`src/rtl/io_mmio_ctrl.sv`:
```
// -----------------------------------------------------------------------------
// io_mmio_ctrl
//
// Memory-mapped I/O controller on the CPU data bus. It takes over from the old
// single-address debug print port and claims a 4-word window at BASE:
//
//   offset 0  TXDATA  (W)    push data[7:0] into the TX byte FIFO, reads 0
//   offset 1  STATUS  (R/W1C)
//                     [0] tx_full  [1] tx_empty  [2] rx_valid
//                     [3] tx_ovf (sticky, W1C)   [4] rx_ovr (sticky, W1C)
//                     [15:8] tx_count
//   offset 2  RXDATA  (R)    {0, rx_hold}, the read clears rx_valid
//   offset 3  CYCLES  (R)    free-running cycle counter, writes ignored
//
// Ports
//   clk        system clock, all state on posedge
//   rst        asynchronous active-high reset
//   addr       bus address (ADDR_W)
//   data       bus write data (DATA_W)
//   write      write strobe
//   read       read strobe
//   data_out   registered read data, 1-cycle latency, 0 after no read / miss
//   tx_data    TX FIFO head byte (combinational)
//   tx_valid   TX FIFO non-empty (combinational)
//   tx_ready   sink accepts head when tx_valid & tx_ready
//   rx_byte    incoming byte
//   rx_strobe  one-cycle pulse capturing rx_byte
//
// Optional feature
//   IO_SIM_PRINT_EN  when defined, every accepted TX pop echoes the byte to the
//                    simulator console with $write. Simulation only.
// -----------------------------------------------------------------------------
module io_mmio_ctrl #(
    parameter int                ADDR_W   = 16,
    parameter int                DATA_W   = 16,
    parameter logic [ADDR_W-1:0] BASE     = 16'h0000,
    parameter int                TX_DEPTH = 8
) (
    input  logic              clk,
    input  logic              rst,
    input  logic [ADDR_W-1:0] addr,
    input  logic [DATA_W-1:0] data,
    input  logic              write,
    input  logic              read,
    output logic [DATA_W-1:0] data_out,
    output logic [7:0]        tx_data,
    output logic              tx_valid,
    input  logic              tx_ready,
    input  logic [7:0]        rx_byte,
    input  logic              rx_strobe
);

    localparam int PTR_W = $clog2(TX_DEPTH);
    localparam int CNT_W = PTR_W + 1;

    localparam logic [CNT_W-1:0]  CNT_ZERO = CNT_W'(0);
    localparam logic [CNT_W-1:0]  CNT_ONE  = CNT_W'(1);
    localparam logic [CNT_W-1:0]  CNT_FULL = CNT_W'(TX_DEPTH);
    localparam logic [PTR_W-1:0]  PTR_ZERO = PTR_W'(0);
    localparam logic [PTR_W-1:0]  PTR_ONE  = PTR_W'(1);
    localparam logic [DATA_W-1:0] DATA_ZERO = DATA_W'(0);
    localparam logic [DATA_W-1:0] DATA_ONE  = DATA_W'(1);

    localparam logic [1:0] OFF_TXDATA = 2'd0;
    localparam logic [1:0] OFF_STATUS = 2'd1;
    localparam logic [1:0] OFF_RXDATA = 2'd2;
    localparam logic [1:0] OFF_CYCLES = 2'd3;

    // ------------------------------------------------------------------ state
    logic [7:0]        tx_mem_r [TX_DEPTH];
    logic [PTR_W-1:0]  tx_wr_ptr_r;
    logic [PTR_W-1:0]  tx_rd_ptr_r;
    logic [CNT_W-1:0]  tx_count_r;
    logic              tx_ovf_r;
    logic [7:0]        rx_hold_r;
    logic              rx_valid_r;
    logic              rx_ovr_r;
    logic [DATA_W-1:0] cycles_r;

    // ----------------------------------------------------------------- decode
    logic              hit_s;
    logic [1:0]        off_s;
    logic              wr_hit_s;
    logic              rd_hit_s;
    logic              tx_full_s;
    logic              tx_empty_s;
    logic              push_req_s;
    logic              push_s;
    logic              push_drop_s;
    logic              pop_s;
    logic              rd_rx_s;
    logic              stat_wr_s;
    logic              clr_ovf_s;
    logic              clr_ovr_s;
    logic [DATA_W-1:0] status_s;
    logic [DATA_W-1:0] rd_data_s;
    logic              unused_s;

    // Upper write-data bits carry no meaning for any register in the window.
    assign unused_s = &{1'b0, data[DATA_W-1:8]};

    // Address decode, FIFO flags and per-register access strobes.
    always_comb begin
        hit_s       = (addr[ADDR_W-1:2] == BASE[ADDR_W-1:2]);
        off_s       = addr[1:0];
        wr_hit_s    = write && hit_s;
        rd_hit_s    = read && hit_s;
        // Flags come from the pre-edge count so a same-cycle pop never makes
        // room for a push that arrives while full.
        tx_full_s   = (tx_count_r == CNT_FULL);
        tx_empty_s  = (tx_count_r == CNT_ZERO);
        push_req_s  = wr_hit_s && (off_s == OFF_TXDATA);
        push_s      = push_req_s && !tx_full_s;
        push_drop_s = push_req_s && tx_full_s;
        pop_s       = !tx_empty_s && tx_ready;
        rd_rx_s     = rd_hit_s && (off_s == OFF_RXDATA);
        stat_wr_s   = wr_hit_s && (off_s == OFF_STATUS);
        clr_ovf_s   = stat_wr_s && data[3];
        clr_ovr_s   = stat_wr_s && data[4];
    end

    // STATUS word assembled from live flags and sticky error bits.
    always_comb begin
        status_s              = DATA_ZERO;
        status_s[0]           = tx_full_s;
        status_s[1]           = tx_empty_s;
        status_s[2]           = rx_valid_r;
        status_s[3]           = tx_ovf_r;
        status_s[4]           = rx_ovr_r;
        status_s[8 +: CNT_W]  = tx_count_r;
    end

    // Read-data multiplexer over the four window registers.
    always_comb begin
        rd_data_s = DATA_ZERO;
        case (off_s)
            OFF_TXDATA: rd_data_s = DATA_ZERO;
            OFF_STATUS: rd_data_s = status_s;
            OFF_RXDATA: rd_data_s[7:0] = rx_hold_r;
            OFF_CYCLES: rd_data_s = cycles_r;
            default:    rd_data_s = DATA_ZERO;
        endcase
    end

    // ---------------------------------------------------------------- TX FIFO
    // FIFO storage; contents past the pointers are irrelevant, so no reset.
    always_ff @(posedge clk) begin
        if (push_s) begin
            tx_mem_r[tx_wr_ptr_r] <= data[7:0];
        end
    end

    // FIFO pointers and occupancy; pointers wrap naturally (power-of-2 depth).
    always_ff @(posedge clk or posedge rst) begin
        if (rst) begin
            tx_wr_ptr_r <= PTR_ZERO;
            tx_rd_ptr_r <= PTR_ZERO;
            tx_count_r  <= CNT_ZERO;
        end else begin
            if (push_s) begin
                tx_wr_ptr_r <= tx_wr_ptr_r + PTR_ONE;
            end
            if (pop_s) begin
                tx_rd_ptr_r <= tx_rd_ptr_r + PTR_ONE;
            end
            case ({push_s, pop_s})
                2'b10:   tx_count_r <= tx_count_r + CNT_ONE;
                2'b01:   tx_count_r <= tx_count_r - CNT_ONE;
                default: tx_count_r <= tx_count_r;
            endcase
        end
    end

    // Sticky TX overflow: set by a dropped push, cleared by W1C on bit 3.
    // Both events need a bus write, so they can never coincide.
    always_ff @(posedge clk or posedge rst) begin
        if (rst) begin
            tx_ovf_r <= 1'b0;
        end else if (push_drop_s) begin
            tx_ovf_r <= 1'b1;
        end else if (clr_ovf_s) begin
            tx_ovf_r <= 1'b0;
        end
    end

    assign tx_data  = tx_mem_r[tx_rd_ptr_r];
    assign tx_valid = !tx_empty_s;

    // --------------------------------------------------------------------- RX
    // RX holding register: a strobe always wins over the clearing read, so a
    // strobe racing an RXDATA read leaves the new byte valid.
    always_ff @(posedge clk or posedge rst) begin
        if (rst) begin
            rx_hold_r  <= 8'h00;
            rx_valid_r <= 1'b0;
        end else if (rx_strobe) begin
            rx_hold_r  <= rx_byte;
            rx_valid_r <= 1'b1;
        end else if (rd_rx_s) begin
            rx_valid_r <= 1'b0;
        end
    end

    // Sticky RX overrun: an unread byte is overwritten. A strobe that races
    // the read of that byte is not an overrun. A new overrun beats a W1C.
    always_ff @(posedge clk or posedge rst) begin
        if (rst) begin
            rx_ovr_r <= 1'b0;
        end else if (rx_strobe && rx_valid_r && !rd_rx_s) begin
            rx_ovr_r <= 1'b1;
        end else if (clr_ovr_s) begin
            rx_ovr_r <= 1'b0;
        end
    end

    // ----------------------------------------------------------------- CYCLES
    // Free-running cycle counter, wraps at 2^DATA_W.
    always_ff @(posedge clk or posedge rst) begin
        if (rst) begin
            cycles_r <= DATA_ZERO;
        end else begin
            cycles_r <= cycles_r + DATA_ONE;
        end
    end

    // --------------------------------------------------------------- read bus
    // Registered read data; zero whenever the previous cycle was no hit read.
    always_ff @(posedge clk or posedge rst) begin
        if (rst) begin
            data_out <= DATA_ZERO;
        end else if (rd_hit_s) begin
            data_out <= rd_data_s;
        end else begin
            data_out <= DATA_ZERO;
        end
    end

`ifdef IO_SIM_PRINT_EN
    // Console echo of every byte accepted by the TX sink.
    always @(posedge clk) begin
        if (!rst && tx_valid && tx_ready) begin
            $write("%c", tx_data);
        end
    end
`endif

endmodule

```
`config.mk`:
```
export PLATFORM = sky130hd
export DESIGN_NAME = io_mmio_ctrl
export DESIGN_NICKNAME = d
export VERILOG_FILES = /design/src/rtl/io_mmio_ctrl.sv
export SDC_FILE = /design/constraint.sdc
export NUM_CORES = 1
export LEC_CHECK = 0
export ABC_AREA = 0
export ABC_CLOCK_PERIOD_IN_PS = 3440
export CORE_MARGIN = 3
export CORE_UTILIZATION = 35
export DETAILED_ROUTE_END_ITERATION = 10
export SKIP_LAST_GASP = 1
export SLEW_MARGIN = 20
export SYNTH_ARGS = -nofsm -noshare
export SYNTH_HDL_FRONTEND = slang
export SYNTH_SLANG_ARGS = --single-unit
```
`constraint.sdc`:
```
create_clock -name clk -period 3.44 [get_ports clk]
set_input_delay 0.344 -clock clk [delete_from_list [all_inputs] [get_ports clk]]
set_output_delay 0.344 -clock clk [all_outputs]
set_load 0.02 [all_outputs]
```
# Word level (Yosys, flattened, before mapping)
# Memory sizes are Yosys's and may differ from the RTL's.
# Cells that the tools add are included.
# op_classes
n_eq_ne,6
n_reduce_logical,22
mux,12
n_addsub,5
# ops
cell,n
8-bit case mux with 4 select lines,1
"16-bit by 1-bit adder with 16-bit output, second input constant",1
16-bit two-way mux,1
8-bit case mux with 2 select lines,1
14-bit logical NOT,1
1-bit logical AND,12
1-bit two-way mux,8
4-bit case mux with 2 select lines,1
2-bit nonzero test,4
"3-bit by 1-bit adder with 3-bit output, second input constant",2
"2-bit == test, second input constant",3
"4-bit by 1-bit adder with 4-bit output, second input constant",1
"2-bit by 1-bit == test with 1-bit output, second input constant",2
"4-bit == test, second input constant",1
4-bit logical NOT,1
"4-bit by 1-bit subtractor with 4-bit output, second input constant",1
1-bit logical NOT,3
2-bit logical NOT,1
# word_totals
wordCells,55
inputBits,46
reg_bits,53
output_inout_bits,25
ram_bits,64
mem_count,1
# memory_table
memory,words,width,read_ports,rd_clocked_by_memory_dff,wr,line,rtl
tx_mem_r,8,8,1,0,1,70,logic [7:0] tx_mem_r [TX_DEPTH];

# Logic depth before layout (Yosys ltp)
# Gate-level depths: netlist of run 1.
# depth
depth_word,6
mapped_depth,12
mapped_depth_nobuf,10

# Least setup slack after synthesis of run 1
# OpenSTA, ideal clock, no wires.
# synth_path
kind,reg2reg
start,reg tx_count_r[1]
end,reg tx_count_r[2]
synth_period_minus_slack_ns,2.493
path_buffers,2
required_ns,3.312
setup_slack_ns,0.947
setup_ns,0.128
t_arrival_ns,2.366
path_stages_with_launch,12
path_cell_list,dfrtp_1 buf_6 or4_4 and2_4 buf_6 ha_1 xor2_1 ha_1 a21oi_1 xor2_1 nor2_1 xor2_1
# synth_via
elab_chain_cells,5
elab_cells_between_ends,12
cone_classes,2 x add/sub; 3 x eq/ne; 1 x mux; 6 x reduce/logical
# synth_lines
item,line,rtl
from (decl),73,logic [CNT_W-1:0] tx_count_r;
from (signal assigned),167,2'b10: tx_count_r <= tx_count_r + CNT_ONE;
from (signal assigned),168,2'b01: tx_count_r <= tx_count_r - CNT_ONE;
from (signal assigned),169,default: tx_count_r <= tx_count_r;
4-bit logical NOT *,111,tx_empty_s = (tx_count_r == CNT_ZERO);
1-bit logical NOT *,n/a,
via tx_valid,47,"output logic tx_valid,"
1-bit logical AND *,115,pop_s = !tx_empty_s && tx_ready;
via pop_s,90,logic pop_s;
2-bit by 1-bit == test with 1-bit output / 2-bit == test (equally long branches),166,"case ({push_s, pop_s})"
4-bit case mux with 2 select lines / 2-bit nonzero test (equally long branches),n/a,
# The timed path passes the listed nets; every way through them passes the cells marked *.
# A chain may end at the register's enable or synchronous reset.

# Worst setup path after layout of run 1
# layout_path
start,reg tx_rd_ptr_r[1]
end,out tx_data[3]
# layout_via
elab_chain_cells,1
# layout_lines
item,line,rtl
from (decl),72,logic [PTR_W-1:0] tx_rd_ptr_r;
from (signal assigned),164,tx_rd_ptr_r <= tx_rd_ptr_r + PTR_ONE;
memory 8 x 8 bit,n/a,
to (decl),46,"output logic [7:0] tx_data,"
# Every way passes these cells.

==> results of run 1 <==
[registers in the layout, indices dropped and copies added, names as in the netlist]
name and cells:
rx_ovr_r 1, rx_hold_r 8, tx_wr_ptr_r 3, rx_valid_r 1
tx_mem_r 64, cycles_r 16, tx_rd_ptr_r 3, tx_ovf_r 1
data_out 16, tx_count_r 4
[report_power, final]
part	internal, mW	switching [mW]	leakage, nW
clock network	1.19	0.578	0.293
registers	1.54	0.135	1.26
logic	0.512	0.353	0.856
total	3.24	1.07	2.41
[Yosys cell counts]
library cell	n
nand3b_1	1
mux4_2	16
mux2_2	22
nand4_1	4
a32oi_1	1
nand2_1	8
buf_1	1
a41oi_1	1
dfrtp_1	53
nor4b_1	2
or2_2	1
xor2_1	7
mux2_1	1
a211o_1	1
a21oi_1	1
inv_1	3
mux2_4	1
nor4_1	3
xnor2_1	16
a21boi_0	1
nand2_2	1
ha_1	6
clkbuf_1	5
nor3_1	2
nand2b_1	5
a22oi_1	4
o31ai_1	1
buf_6	2
o21ai_0	2
or4_4	1
nand3_1	8
nor4bb_1	1
o31a_1	1
nor2_1	23
and2_4	1
mux2i_1	7
nor3b_1	2
edfxtp_1	64
and4_1	3
and3_1	9
o22ai_1	1
buf_2	5
[routing by layer]
metal,track usage,up-vias,part of all wire
li1,-,1287,-
met1,0.1674,1401,0.43
met2,0.2294,71,0.50
met3,0.04483,11,0.058
met4,0.04983,0,0.0096
met5,0,-,0
[final timing paths]
path	startpoint	to	slack, ns	depth (start not counted)
worst max register to register	tx_count_r[0]	tx_count_r[2]	0.86	10
worst max-delay path	tx_rd_ptr_r[1]	tx_data[3]	0.52	3
min in group clk	cycles_r[15]	cycles_r[15]	0.47	1
worst min-delay path	rst	tx_count_r[3]	0.31	2
max in group asynchronous	rst	data_out[3]	2.36	3
worst min register to register	cycles_r[15]	cycles_r[15]	0.47	1
[final cells by class]
class,count,area share
repair buffers,74,0.1131
flip-flops and latches,117,0.5170
inverters,3,0.001792
multi-input cells,165,0.2370
well taps,176,0.03505
clock buffers,23,0.07608
clock inverters,9,0.01992
[cell families after synthesis]
kind of cell	synth area share
xor+xnor	0.04181
simple gates	0.08440
fa+ha+maj	0.01558
buf+inv	0.01688
flops	0.6741
mux	0.1462
compound gates	0.02104
[critical path, cell delays in order, from the launching register on]
cell and delay [ns]:
dfrtp_1 0.91, mux4_2 0.43, mux2_2 0.30, clkdlybuf4s50_1 0.54
==> reports/qor.yml, run 1 <==
status: "finished, final reports clean"
first_global_vias: 3040
layout.nets: 430
first_iter_violations: 143
drive_above_1_share: 0.2174
clock-root-buffer: "clkbuf_16"
ys_types: 42
h-tree-depth: 4
place_inst: 535
path_class: "reg2out"
cts_buffer_depth: 2
fill_cells: 1214
dp_slack_ns: 0.3497
critPathLaunchType: "flop"
path_clk_slew_ns: 0.05
post-route-period-util: 0.8496
placed_cell_area_um2: 5679
num_vias: 2770
overflow: 0
worst_pin_slew_ns: 0.8724
n_antenna_cell: 0
postLayoutCoreUtil: 0.4707
endpoint_kind: "primary output"
cap_violations: 0
cts_tree: "built"
die_width_um: 123.3
fin_area_um2: 6282
layout_common_cells: "edfxtp_1, clkdlybuf4s50_1, dfrtp_1"
critPathMaxFanout: 18
netlist_area_um2: 4818
port_buffers: 62
numCtsBuffers: 17
grt_antenna_before_repair: 0
yosysSeqAreaShare: 0.6741
final_antenna_net_count: 0
fin_ws_ns: 0.5175
cp.arrival_ns: 2.58
finalSetupViolations: 0
synth_area_leaders: "edfxtp_1, dfrtp_1, mux4_2, mux2_2, xnor2_1"
power.total_mw: 4.306
pwr_density_cell_nw_per_um2: 685.4
multi_input_area_um2: 1489
grt.total_usage: 0.1376
holdWs_ns: 0.3091
fmax_mhz: 342.2
totalWireLength_um: 9586
dp_hpwl_um: 6362
place_congestion: 0.7401
insertion_delay_ns: 0.40
start_util: 0.3610
ios: 71
syn2layout_area_growth_pct: 30.38
syn_inst: 298
firstDrtPassIters: 4
synthesis.nets: 350
fin_setup_tns_ns: 0
grt_max_degree: 29
cts_resized: 0
dieArea_um2: 15210
rows: 42
rsz0062_at_grt: "no"
finalNonFillerCells: 567
synth_top_area_frac: 0.3989
yosysWarnings: 0
min_period_ns: 2.922
slew_viol_final: 0
grt_pass1_wl_um: 15550
postCtsSetupBuffers: 0
numClockSinks: 117
routed_via_density: 4.885
synth-seq-cells: 117
max-vdd-ir-drop_v: 0.0003389
routedWlPerCell_um: 16.91
synth.largest_area_cell: "edfxtp_1"
layout_commonest_cell: "edfxtp_1"
finalHoldViolations: 0
relSlewSlack: 0.4184
syn_area_per_cell_um2: 16.17
p_leak_nw: 2.406
fin_worst_skew_ns: 0.005496
hold_buffers: 0
drcViolationCount: 0
worstHoldPathType: "in2async"
crit_required_ns: 3.10
core_um2: 13350
die_y_um: 123.3
seq_area_um2: 3248
(Power assumes the default switching activity.)
==> inputs of run 2 (changes only) <==
--- a/config.mk
+++ b/config.mk
@@ -6,7 +6,7 @@
 export NUM_CORES = 1
 export LEC_CHECK = 0
 export ABC_AREA = 0
-export ABC_CLOCK_PERIOD_IN_PS = 3440
+export ABC_CLOCK_PERIOD_IN_PS = 2700
 export CORE_MARGIN = 3
 export CORE_UTILIZATION = 35
 export DETAILED_ROUTE_END_ITERATION = 10
==> constraint.sdc (replaced) <==
create_clock -name clk -period 2.7 [get_ports clk]
set_input_delay 0.27 -clock clk [delete_from_list [all_inputs] [get_ports clk]]
set_output_delay 0.27 -clock clk [all_outputs]
set_load 0.02 [all_outputs]
==> reports/qor.yml, run 2 (synthesized netlist as in run 1, its figures left out) <==
firstDrtPassIters: 6  # +2
reg.largest.list: "tx_mem_r (64), cycles_r (16), data_out (16)"
grt_pass1_wl_um: 15440  # -0.71%
cts_tree: "built"
fin_worst_skew_ns: 0.005363  # -0.0001331 ns
finalHoldViolations: 0  # unchanged
first_iter_violations: 227  # +59%
crit_required_ns: 2.43  # -0.67 ns
placed_cell_area_um2: 5759  # +1.4%
drive_above_1_share: 0.2350  # +0.01761
drcViolationCount: 0  # unchanged
grt.total_usage: 0.1370  # -0.0006027
ios: 71  # unchanged
fmax_mhz: 386.0
cts_buffer_depth: 2  # unchanged
dieArea_um2: 15210  # unchanged
path_clk_slew_ns: 0.05  # about the same
layout.nets: 439  # +2.1%
regMostFlops: "tx_mem_r"
routed_via_density: 4.858  # -0.57%
h-tree-depth: 4  # unchanged
fin_area_um2: 6420  # +2.2%
endpoint_kind: "primary output"
finalSetupViolations: 0  # unchanged
clock-root-buffer: "clkbuf_16"
routedWlPerCell_um: 16.79  # -0.67%
port_buffers: 62  # unchanged
post-route-period-util: 0.9595
power.total_mw: 5.765  # +34%
postCtsSetupBuffers: 0  # unchanged
status: "finished, final reports clean"
pwr_density_cell_nw_per_um2: 897.9  # +31%
critPathMaxFanout: 18  # unchanged
grt_max_degree: 54  # +86%
fin_setup_tns_ns: 0  # unchanged
cts_resized: 1  # +1
start_util: 0.3610  # unchanged
insertion_delay_ns: 0.40  # about the same
place_congestion: 0.7265  # -1.8%
first_global_vias: 2955  # -2.8%
grt_antenna_before_repair: 0  # unchanged
hold_buffers: 0  # unchanged
max_stage_delay_ns: 0.54  # -0.37 ns
worstHoldPathType: "in2async"
numCtsBuffers: 17  # unchanged
path_class: "reg2out"
p_leak_nw: 2.480  # +3.1%
layout_common_cells: "edfxtp_1, clkdlybuf4s50_1, dfrtp_1"
numClockSinks: 117  # unchanged
n_antenna_cell: 0  # unchanged
critPathLaunchType: "flop"
totalWireLength_um: 9673  # +0.91%
timing.critical_path.buf_inv: 2  # +1
relSlewSlack: 0.5505  # +0.1321
crit_family: "multiplexers"
syn2layout_area_growth_pct: 33.24
slew_viol_final: 0  # unchanged
rows: 42  # unchanged
die_width_um: 123.3  # unchanged
rsz0062_at_grt: "no"
overflow: 0  # unchanged
cp.arrival_ns: 2.32  # -0.26 ns
final_antenna_net_count: 0  # unchanged
cap_violations: 0  # unchanged
num_vias: 2798  # +1.0%
core_um2: 13350  # unchanged
path_cells: "buf_12, mux4_2, mux2_2, clkdlybuf4s50_1"
layout_commonest_cell: "edfxtp_1"
min_period_ns: 2.591
largest_register_ffs: 64  # unchanged
dp_hpwl_um: 6380  # +0.28%
critPathSlowestCell: "clkdlybuf4s50_1"
worst_pin_slew_ns: 0.6742  # -0.1981 ns
die_y_um: 123.3  # unchanged
max-vdd-ir-drop_v: 0.0009241  # +170%
==> run 2: cell count changes in the layout (fill, tap and decap cells not counted), moves of 2 or more <==
cell and delta:
inv_6 +2, clkinv_2 -3, buf_4 +8, clkbuf_8 -3, clkinv_1 +3, bufinv_16 +3
clkbuf_1 -2
==> run 2: power breakdown <==
part / switching, mW / total (mW) / leakage (nW) / internal (mW)
clock network: 0.764 / 2.49 / 0.317 / 1.72
logic: 0.455 / 1.14 / 0.907 / 0.688
registers: 0.172 / 2.13 / 1.26 / 1.96
==> run 2: layout make-up <==
class | count | area [um^2]
inverters | 3 | 11.26
repair buffers | 83 | 790.8
clock inverters | 14 | 230.2
flip-flops and latches | 117 | 3249
clock buffers | 18 | 429.2
multi-input cells | 165 | 1489
well taps | 176 | 220.2
fillers | 1185 | 6928
==> run 2: through the flow <==
step	util	hold WS [ns]	setup slack (ns)	std cells
final	0.4810	0.3762	0.1092	576
after global routing	0.4810	0.4445	0.01024	576
after CTS	0.4810	0.4077	0.06094	576
after detailed placement	0.4315	0.4653	-0.04183	544
after global placement	0.4315	0.4559	0.03137	544
after floorplan	-	0.3689	0.2069	298
==> run 2: routing by layer <==
layer	vias up	GRT usage	part of all wire
met2	81	0.2365	0.52
met5	-	0	0
met1	1406	0.1629	0.42
met3	8	0.05032	0.060
met4	0	0.03322	0.0071
li1	1303	-	-
==> run 2: tightest hold or removal path: stages <==
cell             delay, ns
clkdlybuf4s50_1       0.41
inv_2                 0.05
buf_4                 0.53
==> run 2: worst paths after layout <==
path	start	to	slack (ns)	cells past startpoint
max	tx_rd_ptr_r[0]	tx_data[2]	0.11	4
min	rst	tx_rd_ptr_r[0]	0.38	3
max reg2reg	tx_count_r[0]	tx_count_r[2]	0.27	9
min reg2reg	cycles_r[0]	cycles_r[0]	0.47	1
max in group asynchronous	rst	tx_rd_ptr_r[1]	1.86	3
min in group clk	cycles_r[0]	cycles_r[0]	0.47	1
==> inputs of run 3 (changes only) <==
--- a/config.mk
+++ b/config.mk
@@ -6,9 +6,10 @@
 export NUM_CORES = 1
 export LEC_CHECK = 0
 export ABC_AREA = 0
-export ABC_CLOCK_PERIOD_IN_PS = 2700
-export CORE_MARGIN = 3
+export ABC_CLOCK_PERIOD_IN_PS = 2300
+export CORE_MARGIN = 2
 export CORE_UTILIZATION = 35
+export CTS_CLUSTER_DIAMETER = 80
 export DETAILED_ROUTE_END_ITERATION = 10
 export SKIP_LAST_GASP = 1
 export SLEW_MARGIN = 20
==> constraint.sdc (replaced) <==
create_clock -name clk -period 2.3 [get_ports clk]
set_input_delay 0.23 -clock clk [delete_from_list [all_inputs] [get_ports clk]]
set_output_delay 0.23 -clock clk [all_outputs]
set_load 0.02 [all_outputs]
==> reports/qor.yml, run 3 (synthesized netlist as in run 1, its figures left out) <==
status: "finished, final reports clean"
max-vdd-ir-drop_v: 0.0005968  # -35%
r2r_start: "tx_count_r[0]"
critPathLaunchType: "flop"
pwr_density_cell_nw_per_um2: 999.0  # +11%
dieArea_um2: 14720  # -3.2%
num_vias: 2896  # +3.5%
drive_above_1_share: 0.2957  # +0.06067
path_class: "reg2out"
syn2layout_area_growth_pct: 34.43
power.total_mw: 6.471  # +12%
reg.largest.list: "tx_mem_r (64), cycles_r (16), data_out (16)"
path_clk_slew_ns: 0.06  # about the same
p_leak_nw: 2.524  # +1.8%
post-route-period-util: 0.9937
placed_cell_area_um2: 5871  # +1.9%
fmax_mhz: 437.5
final_antenna_net_count: 0  # unchanged
min_period_ns: 2.285
routedWlPerCell_um: 16.77  # -0.15%
wl_met3_um: 689  # +19%
cap_violations: 0  # unchanged
wl_met2_um: 4901  # -1.9%
overflow: 0  # unchanged
worst_pin_slew_ns: 0.5394  # -0.1348 ns
finalSetupViolations: 0  # unchanged
endpoint_kind: "primary output"
rows: 42  # unchanged
layout_common_cells: "edfxtp_1, clkdlybuf4s50_1, dfrtp_1"
die_width_um: 121.3  # -1.6%
numCtsBuffers: 17  # unchanged
worstHoldPathType: "in2async"
firstDrtPassIters: 4  # -2
first_iter_violations: 126  # -44%
crit_required_ns: 2.07  # -0.36 ns
worstRegToRegCells: 9  # unchanged
layout_commonest_cell: "edfxtp_1"
rsz0062_at_grt: "yes"
holdWs_ns: 0.2011  # -0.1751 ns
place_congestion: 0.7248  # -0.23%
finalHoldViolations: 0  # unchanged
slew_viol_final: 0  # unchanged
cp.arrival_ns: 2.06  # -0.26 ns
dp_hpwl_um: 6492  # +1.8%
insertion_delay_ns: 0.41  # about the same
critPathMaxFanout: 9  # -9
die_y_um: 121.3  # -1.6%
r2r_slack_ns: 0.09  # -0.18 ns
clock-root-buffer: "clkbuf_16"
port_buffers: 62  # unchanged
totalWireLength_um: 9927  # +2.6%
start_util: 0.3610  # unchanged
fin_area_um2: 6477  # +0.90%
cts_tree: "built"
n_antenna_cell: 0  # unchanged
wl_met1_um: 4237  # +5.2%
drcViolationCount: 0  # unchanged
core_um2: 13350  # unchanged
regMostFlops: "tx_mem_r"
first_global_vias: 3060  # +3.6%
grt_pass1_wl_um: 15680  # +1.6%
ios: 71  # unchanged
cts_buffer_depth: 2  # unchanged
worst_r2r_endpoint: "tx_count_r[2]"
fin_worst_skew_ns: 0.007950  # +0.002587 ns
numClockSinks: 117  # unchanged
grt_antenna_before_repair: 0  # unchanged
grt.total_usage: 0.1442  # +0.007254
relSlewSlack: 0.6399  # +0.08936
h-tree-depth: 4  # unchanged
largest_register_ffs: 64  # unchanged
fin_setup_tns_ns: 0  # unchanged
layout.nets: 456  # +3.9%
grt_max_degree: 32  # -41%
routed_via_density: 4.892  # +0.71%
top_layer: "met4"
## run 3: changes by cell type in the layout (fill, tap and decap cells not counted), moves of 2 or more
cell / change
ha_1: -2
buf_4: +14
clkdlybuf4s50_1: -8
clkbuf_2: +8
bufinv_16: -4
buf_12: +2
clkinvlp_4: +4
## run 3: layout make-up
| class | count | area (um^2) |
|---|---|---|
| multi-input combinational | 165 | 1514 |
| clock inverter | 14 | 136.4 |
| clock buffer | 17 | 425.4 |
| timing repair buffer | 100 | 920.9 |
| sequential | 117 | 3249 |
| inverter | 3 | 11.26 |
| fill | 1174 | 6870 |
| tap | 176 | 220.2 |
## run 3: worst max-delay path, cell delays in order (launching register included)
cell      delay [ns]
dfrtp_2         0.43
buf_12          0.16
buf_4           0.11
mux4_2          0.48
mux2_2          0.31
clkbuf_2        0.16
## run 3: how the worst max path moves through the flow
stage                          endpoint      startpoint  slack (ns)  cells after the start
after floorplan           tx_count_r[2]   tx_count_r[0]       -0.03                     10
after global placement    tx_count_r[3]         addr[3]       -0.14                      9
after detailed placement  tx_count_r[3]         addr[2]       -0.16                      9
after CTS                    tx_data[3]  tx_rd_ptr_r[0]       -0.07                      4
after global routing         tx_data[3]  tx_rd_ptr_r[0]       -0.06                      5
final                        tx_data[3]  tx_rd_ptr_r[0]        0.01                      5
## run 3: per-stage QoR
| step | util | std cells | worst slack, ns |
|---|---|---|---|
| floorplan | - | 298 | -0.02566 |
| detailed placement | 0.4398 | 553 | -0.1617 |
| global placement | 0.4398 | 553 | -0.1444 |
| global route | 0.4853 | 592 | -0.05793 |
| CTS | 0.4817 | 585 | -0.07175 |
| finish | 0.4853 | 592 | 0.01452 |
## run 3: timing repair
| action | CTS | global route |
|---|---|---|
| setup buffers | 1 | 6 |
| gates resized for setup | 8 | 18 |
| pin swaps | 0 | 1 |
| hold buffers | 0 | 0 |
| cloned | 0 | 1 |
| endpoints found under the hold margin | 0 | 0 |
| endpoints found under the setup margin | 8 | 10 |
## run 3: per-layer routing
metal,global-route usage,vias up
met2,0.2349,84
li1,-,1344
met4,0.05316,0
met3,0.05545,10
met1,0.1743,1458
met5,0,-
## run 3: report_power, final
part           internal, mW  switching (mW)
Combinational         0.887           0.669
Clock                  1.57           0.916
Sequential             2.30           0.122
